### config.mk
export PLATFORM = sky130hd
export DESIGN_NAME = key_event_encoder
export DESIGN_NICKNAME = d
export VERILOG_FILES = /design/src/rtl/key_event_encoder.sv
export SDC_FILE = /design/constraint.sdc
export NUM_CORES = 1
export LEC_CHECK = 0
export CAP_MARGIN = 20
export CELL_PAD_IN_SITES_DETAIL_PLACEMENT = 1
export CELL_PAD_IN_SITES_GLOBAL_PLACEMENT = 2
export CORE_UTILIZATION = 38
export CTS_CLUSTER_DIAMETER = 30
export CTS_CLUSTER_SIZE = 28
export DETAILED_ROUTE_END_ITERATION = 10
export GPL_ROUTABILITY_DRIVEN = 1
export PLACE_DENSITY = 0.78
export SYNTH_ARGS = -nofsm -noshare
export SYNTH_HDL_FRONTEND = slang
export SYNTH_SLANG_ARGS = --single-unit
### constraint.sdc
create_clock -name clock -period 2.1 [get_ports clock]
set_input_delay 0.42 -clock clock [delete_from_list [all_inputs] [get_ports clock]]
set_output_delay 0.42 -clock clock [all_outputs]
set_load 0.005 [all_outputs]
### src/rtl/key_event_encoder.sv
// Key event encoder: synchronizes and debounces five button inputs, then
// tracks one latched key at a time and reports press / hold / release events
// as a registered 7-bit word {event[1:0], one_hot_key[4:0]}.
//
// state     | meaning
// ----------+------------------------------------------------------------
// S_IDLE    | no key latched, output 7'h00, waiting for a debounced press
// S_PRESS   | one-cycle press event {01,key} for the latched key
// S_HOLD    | {11,key} every cycle while the latched key stays pressed
// S_RELEASE | one-cycle release event {10,key}, then back to idle
//
// Output flops are loaded with the word that belongs to the next state, so
// keyboard_input changes on the same edge the state does and is driven
// straight from flops.
module key_event_encoder #(
  parameter int DEBOUNCE_CYCLES = 500000,
  parameter int CNT_W           = 20
) (
  input  logic       clock,
  input  logic       rst,
  input  logic [4:0] key_raw,
  output logic [6:0] keyboard_input
);

  localparam logic [CNT_W-1:0] CNT_LAST = CNT_W'(DEBOUNCE_CYCLES - 1);
  localparam logic [CNT_W-1:0] CNT_ONE  = CNT_W'(1);

  typedef enum logic [1:0] {
    S_IDLE    = 2'd0,
    S_PRESS   = 2'd1,
    S_HOLD    = 2'd2,
    S_RELEASE = 2'd3
  } state_t;

  logic [4:0]       r_sync1;
  logic [4:0]       r_sync2;
  logic [4:0]       r_deb;
  logic [CNT_W-1:0] r_cnt [5];

  state_t     r_state;
  state_t     w_next;
  logic [4:0] r_key;
  logic [4:0] w_key_next;
  logic [6:0] w_out_next;
  logic [4:0] w_pri;
  logic       w_key_held;

  // Two-flop synchronizer on every raw key level.
  always_ff @(posedge clock) begin
    if (rst) begin
      r_sync1 <= '0;
      r_sync2 <= '0;
    end else begin
      r_sync1 <= key_raw;
      r_sync2 <= r_sync1;
    end
  end

  // Independent per-key debouncer: a level change is accepted only after it
  // has been seen for DEBOUNCE_CYCLES consecutive cycles.
  always_ff @(posedge clock) begin
    if (rst) begin
      r_deb <= '0;
      for (int i = 0; i < 5; i++) r_cnt[i] <= '0;
    end else begin
      for (int i = 0; i < 5; i++) begin
        if (r_sync2[i] == r_deb[i]) begin
          r_cnt[i] <= '0;
        end else if (r_cnt[i] == CNT_LAST) begin
          r_deb[i] <= r_sync2[i];
          r_cnt[i] <= '0;
        end else begin
          r_cnt[i] <= r_cnt[i] + CNT_ONE;
        end
      end
    end
  end

  // Highest-numbered pressed key wins when several are down at once.
  always_comb begin
    w_pri = 5'b00000;
    if      (r_deb[4]) w_pri = 5'b10000;
    else if (r_deb[3]) w_pri = 5'b01000;
    else if (r_deb[2]) w_pri = 5'b00100;
    else if (r_deb[1]) w_pri = 5'b00010;
    else if (r_deb[0]) w_pri = 5'b00001;
  end

  assign w_key_held = |(r_deb & r_key);

  // Next-state, latched key and next output word.
  always_comb begin
    w_next     = r_state;
    w_key_next = r_key;
    w_out_next = 7'b0000000;
    case (r_state)
      S_IDLE: begin
        if (|r_deb) begin
          w_next     = S_PRESS;
          w_key_next = w_pri;
          w_out_next = {2'b01, w_pri};
        end
      end
      S_PRESS, S_HOLD: begin
        if (w_key_held) begin
          w_next     = S_HOLD;
          w_out_next = {2'b11, r_key};
        end else begin
          w_next     = S_RELEASE;
          w_out_next = {2'b10, r_key};
        end
      end
      S_RELEASE: begin
        w_next     = S_IDLE;
        w_key_next = 5'b00000;
      end
      default: begin
        w_next     = S_IDLE;
        w_key_next = 5'b00000;
      end
    endcase
  end

  // State, latched key and output register; reset drops any event silently.
  always_ff @(posedge clock) begin
    if (rst) begin
      r_state        <= S_IDLE;
      r_key          <= 5'b00000;
      keyboard_input <= 7'b0000000;
    end else begin
      r_state        <= w_next;
      r_key          <= w_key_next;
      keyboard_input <= w_out_next;
    end
  end

endmodule

---- Word-level counts from Yosys, hierarchy flattened ----
Memory sizes are Yosys's and may differ from the RTL's.
Cells that the tools add are included.
storage, ports and cells
  RAM bits ................................ 100
  memories kept ........................... 1
  flip-flop bits (word level) ............. 29
cells by class
  bitwise operators ....................... 21
  eq/ne operators ......................... 14
  add/subtract/negate cells ............... 5
  muxes and demuxes ....................... 85
  reductions and logical operators ........ 11
memories
  name   words  bits a word  read ports  clocked after Yosys merged registers in  wr ports  line  RTL
  r_cnt  5      20           5           0                                        5         38    logic [CNT_W-1:0] r_cnt [5];
operators with widths
  cell                                                                     number
  20-bit 2-to-1 mux                                                        15
  20-bit by 1-bit adder with 20-bit output, second input constant          5
  20-bit by 19-bit equality test with 1-bit output, second input constant  5
  1-bit 2-to-1 mux                                                         59
  1-bit OR                                                                 15
  7-bit one-hot mux with 2 select lines                                    1
  6-bit 2-to-1 mux                                                         2
  2-bit AND reduction                                                      6
  5-bit 2-to-1 mux                                                         2
  5-bit one-hot mux with 2 select lines                                    1
  5-bit OR reduction                                                       2
  2-bit one-hot mux with 3 select lines                                    1
  5-bit AND                                                                1
  1-bit equality test                                                      5
  1-bit inverter                                                           5
  2-bit equality test, second input constant                               2
  2-bit 2-to-1 mux                                                         2
  4-bit 2-to-1 mux                                                         1
  3-bit 2-to-1 mux                                                         1
  2-bit by 1-bit equality test with 1-bit output, second input constant    1
  2-bit zero test                                                          1
  2-bit inequality test, second input constant                             1
  2-bit nonzero test                                                       1
  2-bit OR reduction                                                       1

---- Depth between registers and ports, before layout ----
Gate-level depths: netlist (run 1).
An unclocked memory read counts as a cell.
  word-level depth ........................ 8
  mapped depth ............................ 6
  depth with buffers taken out ............ 6

---- Least setup slack after synthesis (run 1) ----
OpenSTA, ideal clock, no wires.
  path kind ............................... flip-flop to flip-flop
  start ................................... memory r_cnt[0][12]
  end ..................................... memory r_cnt[0][16] (data pin)
  stages on the path, launching flop included .. 6
  library setup time ...................... 0.264 ns
  buffers on the path ..................... 1
  data arrival time ....................... 1.842 ns
  slack ................................... -0.006 ns
  cell sequence ........................... edfxtp_1 or4_1 or4_4 o21ai_2 buf_6 a21oi_1
RTL lines
  item             line
  start, declared  38

==> impl_results.md, run 1 <==
- CTS root buf: clkbuf_16
- Detailed placement HPWL: 11.1 mm
- Yosys warns: 0
- FF-to-FF Start: r_cnt[0][12]$_SDFFCE_PN0P_
- Post-Syn Area per Cell: 10.4 um2
- Gr ovfl total: 0
- Routed length per instance: 14.6 um
- Slew Limit Fails: 0
- Drt pass-1 iters: 4
- Layout Utilization: 50.6%
- Tmin final: 2.19 ns
- H-tree depth: 4
- Post-DRT Antenna Nets: 0
- Total CTS buffers: 17
- Critical path arrival: 2.36 ns
- Max Freq: 457 MHz
- CORE AREA: 17200 um2
- DRC viols: 0
- Fillers: 1949
- Area grow syn2layout: 30.8%
- Hold Buf Count CTS: 0
- Gpl congestion: 0.787
- Peak supply drop: 551 uV
- Layout cells sized above 1: 17.3%
- Worst setup path class: reg2reg
- Clk Latency, worst-skew pair: 0.42 ns
- Top Family by Delay on Critical Path: simple AND/OR/NAND/NOR gates
- Iteration-0 DRC count of the detailed router: 184
- Gate Count Post-Synth: 640
- Worst Hold End: r_sync2[4]$_SDFF_PP0_
- Worst reg2reg setup slack: -0.09 ns
- Critical-path cell list: or4_4, or4_4, o21ai_4, buf_12, clkbuf_16, a21oi_2
- Via count: 5293
- DRT Wirelength: 15.5 mm
- Netlist cell types: 55
- Multi-input gate area: 3390 um2
- CP bufs+invs: 2
- Slowest cell on the critical path: or4_4
- Endpoint class of the critical path: flip-flop
- Post-synthesis register bit count: 129
- Cell area power density: 747 nW/um2
- Die X: 134 um
- Placed Area: 7880 um2
- CTS max path bufs: 2
- Final net count: 838
- Vias per inst: 4.98
- Ports: 14
- R2r worst-path depth: 6
- Clock transition at the registers of the reported paths: 0.05 ns
- Min-Delay Path Class: reg2reg
- WP data required: 2.27 ns
- Final setup TNS: -1.58 ns
- Clk sinks: 129
- Reg2reg end: r_cnt[0][19]$_SDFFCE_PN0P_
- Worst stage delay on the critical path: 0.56 ns
- Failing checks: setup timing
- CP startpoint kind: flip-flop
- Vias in the first global route: 5614
- Final instance area: 8720 um2
- Async SR Flop Fraction: 0%
- Die H: 134 um
- RSZ-0062 raised after global routing: true
- Setup-failing EPs final: 35
- Hold Fails Final Rpt: 0
- Status: finished, violations left
- Pin count of the biggest net entering global routing: 21
- Die area: 18100 um2
- Global Route Usage Sum: 18.6%
- Pleak: 0.00311 uW
- Number of synthesized flops with an enable pin: 100
- HP Start: r_sync1[4]$_SDFF_PP0_
- First-pass GRT wire length: 26.4 mm
- Primary FF master, synth: edfxtp_1
- Initial antenna violation count: 0
- Number of max-cap violations: 0
- Row count: 48
- Seq. cell area: 3580 um2
- Worst Setup Slack, final: -0.0900 ns
- Seq/Total Area, Yosys: 53.8%
- Max Clock Skew: 0.00568 ns
- Initial Util: 38.7%
- Crit share post-route: 104%
- Most numerous cell on the critical path: or4_4
- Synthesized area: 6670 um2
- IO buf count: 13
- Crit-path max FO: 5
- TritonCTS clock tree: yes
- Hold depth: 1
- N_diodes: 0
==> layout by cell type, fill, tap and decap left out, types with 9 or more instances in the layout <==
master / count
conb_1: 100
buf_4: 65
a21oi_1: 20
or4_1: 12
clkdlybuf4s50_1: 13
nor3_1: 24
nor2_1: 85
xnor2_1: 48
o21ai_0: 17
dfxtp_1: 29
nor2b_1: 13
nand3_1: 30
nand2_1: 34
edfxtp_1: 100
clkbuf_16: 19
nand4_1: 30
xor2_1: 26
or3_1: 19
inv_1: 24
nor4_1: 13
nor2_4: 9
==> layout make-up <==
cell class              count  share of cell area [%]
flip-flops and latches    129                    41.1
multi-input cells         567                    38.9
repair buffers             85                    8.74
clock buffers              21                    5.52
well taps                 225                    3.23
clock inverters            11                    1.52
inverters                  24                    1.03
==> sequential cells by signal, indices dropped and copies added (netlist names) <==
register / count
keyboard_input: 7
r_cnt: 100
r_deb: 5
r_key: 5
r_state: 2
r_sync1: 5
r_sync2: 5
==> metal layers <==
metal	global-route usage [%]	vias up	wire length [um]
met5	0	-	0
met4	7.55	0	256
met3	4.01	26	331
li1	-	2617	-
met2	33.2	45	8230
met1	21.6	2605	6660
==> power by group <==
part | internal [uW] | total (uW) | leakage, uW | switching (uW)
clock | 1980 | 3080 | 0.000307 | 1100
sequential | 2860 | 2950 | 0.00127 | 97.6
combinational | 209 | 480 | 0.00153 | 271
total | 5050 | 6520 | 0.00311 | 1470
==> what timing repair did <==
action,CTS,global route
setup buffers,2,3
resized for setup,13,27
pin swaps,4,9
endpoints found under the setup margin,40,57
cloned,2,1
==> cell families (layout without fill, tap and decap cells) <==
kind of cell    count (synthesis)  count (layout)  share of synthesized area, %
compound gates                 74              74                          7.25
xor+xnor                       74              74                          9.72
simple gates                  312             312                          24.8
flops                         129             129                          53.8
buf+inv                        43             141                          3.06
fa+ha+maj                       7               7                          1.31
other cells                     1             100                        0.0563
==> worst max path at each step <==
| stage | from | endpoint | cells past startpoint |
|---|---|---|---|
| after floorplan | r_cnt[0][11]$_SDFFCE_PN0P_ | r_cnt[0][16]$_SDFFCE_PN0P_ | 5 |
| after detailed placement | r_cnt[0][11]$_SDFFCE_PN0P_ | r_cnt[0][2]$_SDFFCE_PN0P_ | 5 |
| final | r_cnt[0][12]$_SDFFCE_PN0P_ | r_cnt[0][19]$_SDFFCE_PN0P_ | 6 |
| after CTS | r_cnt[0][12]$_SDFFCE_PN0P_ | r_cnt[0][16]$_SDFFCE_PN0P_ | 6 |
| after global placement | r_cnt[0][11]$_SDFFCE_PN0P_ | r_cnt[0][7]$_SDFFCE_PN0P_ | 5 |
| after global routing | r_cnt[0][12]$_SDFFCE_PN0P_ | r_cnt[0][0]$_SDFFCE_PN0P_ | 6 |
==> synthesized netlist by cell type (4+ instances only) <==
cell type / number / area share [%]
o31ai_1: 6 / 0.68
nand4_1: 30 / 2.8
or4_1: 15 / 1.7
ha_1: 7 / 1.3
xor2_1: 26 / 3.4
nor2b_1: 13 / 1.2
nand3_1: 30 / 2.3
clkbuf_1: 10 / 0.56
nor3_1: 24 / 1.8
a21oi_1: 25 / 1.9
inv_1: 24 / 1.4
and3_1: 5 / 0.47
edfxtp_1: 100 / 45
o21ai_0: 18 / 1.4
nor2_1: 100 / 5.6
nor4_1: 13 / 1.2
or3_1: 20 / 1.9
dfxtp_1: 29 / 8.7
nand2_1: 34 / 1.9
buf_6: 5 / 0.84
nand2b_1: 4 / 0.38
and4_1: 5 / 0.66
xnor2_1: 48 / 6.3
or4_4: 4 / 0.68
==> metrics by stage <==
step | power (uW) | hold slack [ns] | std cells | worst slack (ns)
2_1_floorplan | 3270 | 0.414 | 739 | 0.000420
4_1_cts | 6570 | 0.451 | 1060 | -0.0626
3_3_place_gp | 3420 | 0.426 | 1024 | -0.00798
5_1_grt | 6750 | 0.468 | 1062 | -0.136
6_report | 6520 | 0.443 | 1062 | -0.0900
3_5_place_dp | 3450 | 0.427 | 1024 | -0.0771
Power figures use the tool's default switching activity.
==> run 2, diff against run 1 <==
--- a/config.mk
+++ b/config.mk
@@ -14,6 +14,7 @@
 export DETAILED_ROUTE_END_ITERATION = 10
 export GPL_ROUTABILITY_DRIVEN = 1
 export PLACE_DENSITY = 0.78
+export SETUP_SLACK_MARGIN = 0.3
 export SYNTH_ARGS = -nofsm -noshare
 export SYNTH_HDL_FRONTEND = slang
 export SYNTH_SLANG_ARGS = --single-unit
==> impl_results.md, run 2 (synthesized netlist as in run 1, its figures left out) <==
- Crit-path max FO: 7
- CP startpoint kind: flip-flop
- Post-DRT Antenna Nets: 0
- Initial antenna violation count: 0
- N_diodes: 0
- Cell Int Power: 5260 uW
- Failing checks: setup timing
- IO buf count: 13
- First-pass GRT wire length: 27.3 mm
- HP Start: r_sync1[4]$_SDFF_PP0_
- Final setup TNS: -0.658 ns
- Area grow syn2layout: 49.3%
- Endpoint class of the critical path: flip-flop
- FF-to-FF Start: r_cnt[0][11]$_SDFFCE_PN0P_
- Drt pass-1 iters: 4
- Row count: 48
- RSZ-0062 raised after global routing: true
- Cell area power density: 687 nW/um2
- H-tree depth: 4
- Clk Latency, worst-skew pair: 0.44 ns
- Hold Fails Final Rpt: 0
- Logic pwr share: 9.4%
- Total CTS buffers: 17
- WP data required: 2.28 ns
- Layout cells sized above 1: 32.2%
- P_sw: 1570 uW
- Worst Hold End: r_sync2[4]$_SDFF_PP0_
- Ports: 14
- DRC viols: 0
- Most frequent cells in the layout: 106 x buf_4, 100 x edfxtp_1, 100 x conb_1
- Reg2reg end: r_cnt[0][14]$_SDFFCE_PN0P_
- Setup-failing EPs final: 34
- R2r worst-path depth: 5
- CTS root buf: clkbuf_16
- Iteration-0 DRC count of the detailed router: 231
- Crit share post-route: 103%
- TritonCTS clock tree: yes
- Routed length per instance: 16.6 um
- Max Clock Skew: 0.0125 ns
- Worst reg2reg setup slack: -0.06 ns
- CTS max path bufs: 2
- Gr ovfl total: 0
- Seq pwr share: 43.3%
- CORE AREA: 17200 um2
- Vias in the first global route: 5731
- Max reg flops: 100
- Detailed placement HPWL: 10.9 mm
- Max Freq: 464 MHz
- DRT Wirelength: 18.6 mm
- Clock transition at the registers of the reported paths: 0.06 ns
- Commonest non-fill, non-tap cell in the layout: buf_4
- Peak supply drop: 639 uV
- Initial Util: 38.7%
- Critical path arrival: 2.33 ns
- Status: finished, violations left
- Die X: 134 um
- Leading registers by flop count: r_cnt: 100 flops, keyboard_input: 7 flops
- Gpl congestion: 0.785
- Clock power share: 47.4%
- Pleak: 0.00353 uW
- Min-Delay Path Class: reg2reg
- Hold depth: 1
- Global Route Usage Sum: 19.4%
- Biggest register: r_cnt
- Worst Setup Slack, final: -0.0561 ns
- Die area: 18100 um2
- Slew Limit Fails: 0
- Layout Utilization: 57.7%
- Tmin final: 2.16 ns
- Worst setup path class: reg2reg
- Pin count of the biggest net entering global routing: 21
- Clk sinks: 129
- Via count: 5657
- Die H: 134 um
- Vias per inst: 5.05
- Switch share: 23.0%
- Number of max-cap violations: 0
- Final net count: 897
## run 2: cell types whose count changed in the layout (fill, tap and decap cells not counted), sizes merged
cell | previous run | this run
clkinvlp | 1 | 0
clkbuf | 22 | 24
bufinv | 3 | 5
clkinv | 7 | 6
buf | 71 | 127
## run 2: routing by layer
metal	GRT usage (%)	vias to the layer above	wire [um]
met5	0	-	0
met4	8.18	0	418
met3	4.38	36	363
met2	34.7	69	9920
met1	22.0	2821	7870
li1	-	2731	-
## run 2: area by class of cell
type                            count  area [um2]
Tap cell                          225         282
Clock buffer                       20         447
Sequential cell                   129        3580
Inverter                           24        90.1
Fill cell                        1839        7280
Clock inverter                     11         186
Timing Repair Buffer              144        1330
Multi-Input combinational cell    567        4040
## run 2: repair_timing
action	CTS	global route
pin swaps	18	51
gates resized for setup	45	149
endpoints found under the setup margin	96	101
gates cloned	0	6
buffers inserted	42	28
hold buffers	0	0
## run 2: worst max-delay path: stages (launching register included)
cell and delay, ns:
edfxtp_1 0.40, or4_4 0.55, or4_4 0.45, o21ai_4 0.24, clkbuf_16 0.24, nor2_4 0.03
## run 2: metrics by stage
step | instance area (um2) | power [uW] | setup slack (ns) | hold slack [ns] | cells
6_report | 9950 | 6840 | -0.0561 | 0.435 | 1120
4_1_cts | 9010 | 6750 | -0.0419 | 0.442 | 1086
3_3_place_gp | 7880 | 3420 | 0.0257 | 0.419 | 1013
5_1_grt | 9950 | 7060 | -0.0861 | 0.455 | 1120
3_5_place_dp | 7880 | 3450 | -0.0317 | 0.429 | 1013
2_1_floorplan | 7120 | 3270 | 0.0184 | 0.414 | 739
## run 2: worst max-delay path by stage
stage | start | to | slack (ns)
after detailed placement | r_cnt[1][10]$_SDFFCE_PN0P_ | r_cnt[1][18]$_SDFFCE_PN0P_ | -0.03
after CTS | r_cnt[1][10]$_SDFFCE_PN0P_ | r_cnt[1][18]$_SDFFCE_PN0P_ | -0.04
after global placement | r_cnt[1][11]$_SDFFCE_PN0P_ | r_cnt[1][18]$_SDFFCE_PN0P_ | 0.03
after floorplan | r_cnt[1][12]$_SDFFCE_PN0P_ | r_cnt[1][18]$_SDFFCE_PN0P_ | 0.02
final | r_cnt[0][11]$_SDFFCE_PN0P_ | r_cnt[0][14]$_SDFFCE_PN0P_ | -0.06
after global routing | r_cnt[1][11]$_SDFFCE_PN0P_ | r_cnt[1][12]$_SDFFCE_PN0P_ | -0.09
## run 2: power groups by stage
stage,logic [uW],registers (uW),clock network (uW)
6_report,640,2960,3240
5_1_grt,698,2970,3390
4_1_cts,506,2950,3290
3_5_place_dp,438,3010,0
3_3_place_gp,423,3000,0
2_1_floorplan,283,2990,0
==> run 3, diff against run 2 <==
--- a/config.mk
+++ b/config.mk
@@ -8,6 +8,7 @@
 export CAP_MARGIN = 20
 export CELL_PAD_IN_SITES_DETAIL_PLACEMENT = 1
 export CELL_PAD_IN_SITES_GLOBAL_PLACEMENT = 2
+export CORE_MARGIN = 2
 export CORE_UTILIZATION = 38
 export CTS_CLUSTER_DIAMETER = 30
 export CTS_CLUSTER_SIZE = 28
==> impl_results.md, run 3 (synthesized netlist as in run 1, its figures left out) <==
- Gr ovfl total: 0
- Layout cells sized above 1: 31.4%
- Worst stage delay on the critical path: 0.57 ns
- Cell area power density: 700 nW/um2
- Pleak: 0.00353 uW
- H-tree depth: 4
- Clock transition at the registers of the reported paths: 0.05 ns
- Slowest cell on the critical path: or4_4
- Post-DRT Antenna Nets: 0
- Drt pass-1 iters: 4
- CTS max path bufs: 2
- Pin count of the biggest net entering global routing: 21
- Via count: 5629
- Die area: 18600 um2
- Hold_ws: 0.437 ns
- Leading registers by flop count: r_cnt: 100 flops, keyboard_input: 7 flops
- Area grow syn2layout: 47.1%
- Worst slack, placed: -0.0113 ns
- Biggest register: r_cnt
- N_diodes: 0
- Max Freq: 468 MHz
- RSZ-0062 raised after global routing: true
- Critical path arrival: 2.30 ns
- Status: finished, violations left
- Detailed placement HPWL: 10.7 mm
- Total CTS buffers: 17
- Endpoint class of the critical path: flip-flop
- Layout Utilization: 56.9%
- Crit-path max FO: 20
- First-pass GRT wire length: 27.7 mm
- TritonCTS clock tree: yes
- Hold Fails Final Rpt: 0
- WP data required: 2.26 ns
- IO buf count: 13
- Worst setup path class: reg2reg
- Initial antenna violation count: 0
- Most frequent cells in the layout: 110 x buf_4, 100 x edfxtp_1, 100 x conb_1
- Number of max-cap violations: 0
- Gpl congestion: 0.804
- Routed length per instance: 15.8 um
- Die H: 136 um
- Final net count: 901
- Iteration-0 DRC count of the detailed router: 193
- Vias in the first global route: 5904
- Die X: 136 um
- DRC viols: 0
- Top Family by Delay on Critical Path: simple AND/OR/NAND/NOR gates
- Clk Latency, worst-skew pair: 0.43 ns
- CP bufs+invs: 1
- Tmin final: 2.14 ns
- Row count: 48
- Failing checks: setup timing
- CORE AREA: 17200 um2
- Setup-failing EPs final: 24
- Ports: 14
- Clk sinks: 129
- CP startpoint kind: flip-flop
- Min-Delay Path Class: reg2reg
- Worst Setup Slack, final: -0.0362 ns
- Hold Buf Count CTS: 0
- Max reg flops: 100
- DP Cell Count: 1013
- Slew Limit Fails: 0
- Critical-path cell list: or4_4, or4_4, o21ai_4, buf_12, a21oi_1
- Peak supply drop: 567 uV
- Global Route Usage Sum: 18.9%
- Crit share post-route: 102%
- DRT Wirelength: 17.7 mm
- Commonest non-fill, non-tap cell in the layout: buf_4
- CTS root buf: clkbuf_16
- Most numerous cell on the critical path: or4_4
- Initial Util: 38.7%
- Vias per inst: 5.00
- Max Clock Skew: 0.00860 ns
- Non-Filler Instances: 1125
## run 3: cell count changes in the layout (fill, tap and decap cells not counted), moves of 3 or more
cell,change
nor2_4,-14
nor2_1,+11
buf_4,+4
buf_12,-3
buf_6,+3
buf_8,+3
clkbuf_16,-3
nor2_2,+3
## run 3: stage by stage
step,setup TNS (ns),instance area [um2],power [uW]
2_1_floorplan,0,7120,3270
3_3_place_gp,0,7870,3420
3_5_place_dp,-0.105,7870,3430
4_1_cts,-0.258,9240,6830
5_1_grt,-2.89,9800,7080
6_report,-0.523,9800,6860
## run 3: path summary, 6_finish.rpt
kind / cells after the start / from / end / slack [ns]
max: 5 / r_cnt[1][11]$_SDFFCE_PN0P_ / r_cnt[1][18]$_SDFFCE_PN0P_ / -0.04
min: 1 / r_sync1[4]$_SDFF_PP0_ / r_sync2[4]$_SDFF_PP0_ / 0.44
max reg2reg: 5 / r_cnt[1][11]$_SDFFCE_PN0P_ / r_cnt[1][18]$_SDFFCE_PN0P_ / -0.04
min reg2reg: 1 / r_sync1[4]$_SDFF_PP0_ / r_sync2[4]$_SDFF_PP0_ / 0.44
## run 3: cell type report
cell class | count | area [um2]
clock buffer | 21 | 470
clock inverter | 11 | 183
fill | 1868 | 7430
inverter | 24 | 90.1
multi-input combinational | 567 | 3890
sequential | 129 | 3580
tap | 225 | 282
timing repair buffer | 148 | 1300
## run 3: power breakdown
group          internal, uW  switching [uW]  total [uW]  leakage, uW
logic                   270             333         604      0.00193
clock network          2190            1120        3300     0.000323
registers              2860            96.3        2950      0.00127
total                  5320            1540        6860      0.00353
## run 3: layer usage
metal / global-route usage, % / part of all wire [%] / vias up
li1: - / - / 2745
met1: 21.9 / 43 / 2802
met2: 34.1 / 53 / 58
met3: 3.02 / 2.2 / 24
met4: 8.39 / 2.0 / 0
met5: 0 / 0 / -
## run 3: timing repair
item,CTS,global route
endpoints found under the hold margin,0,0
cloned,4,2
pin swaps,30,30
endpoints found under the setup margin,97,100
resized for setup,68,100
buffers inserted,57,17
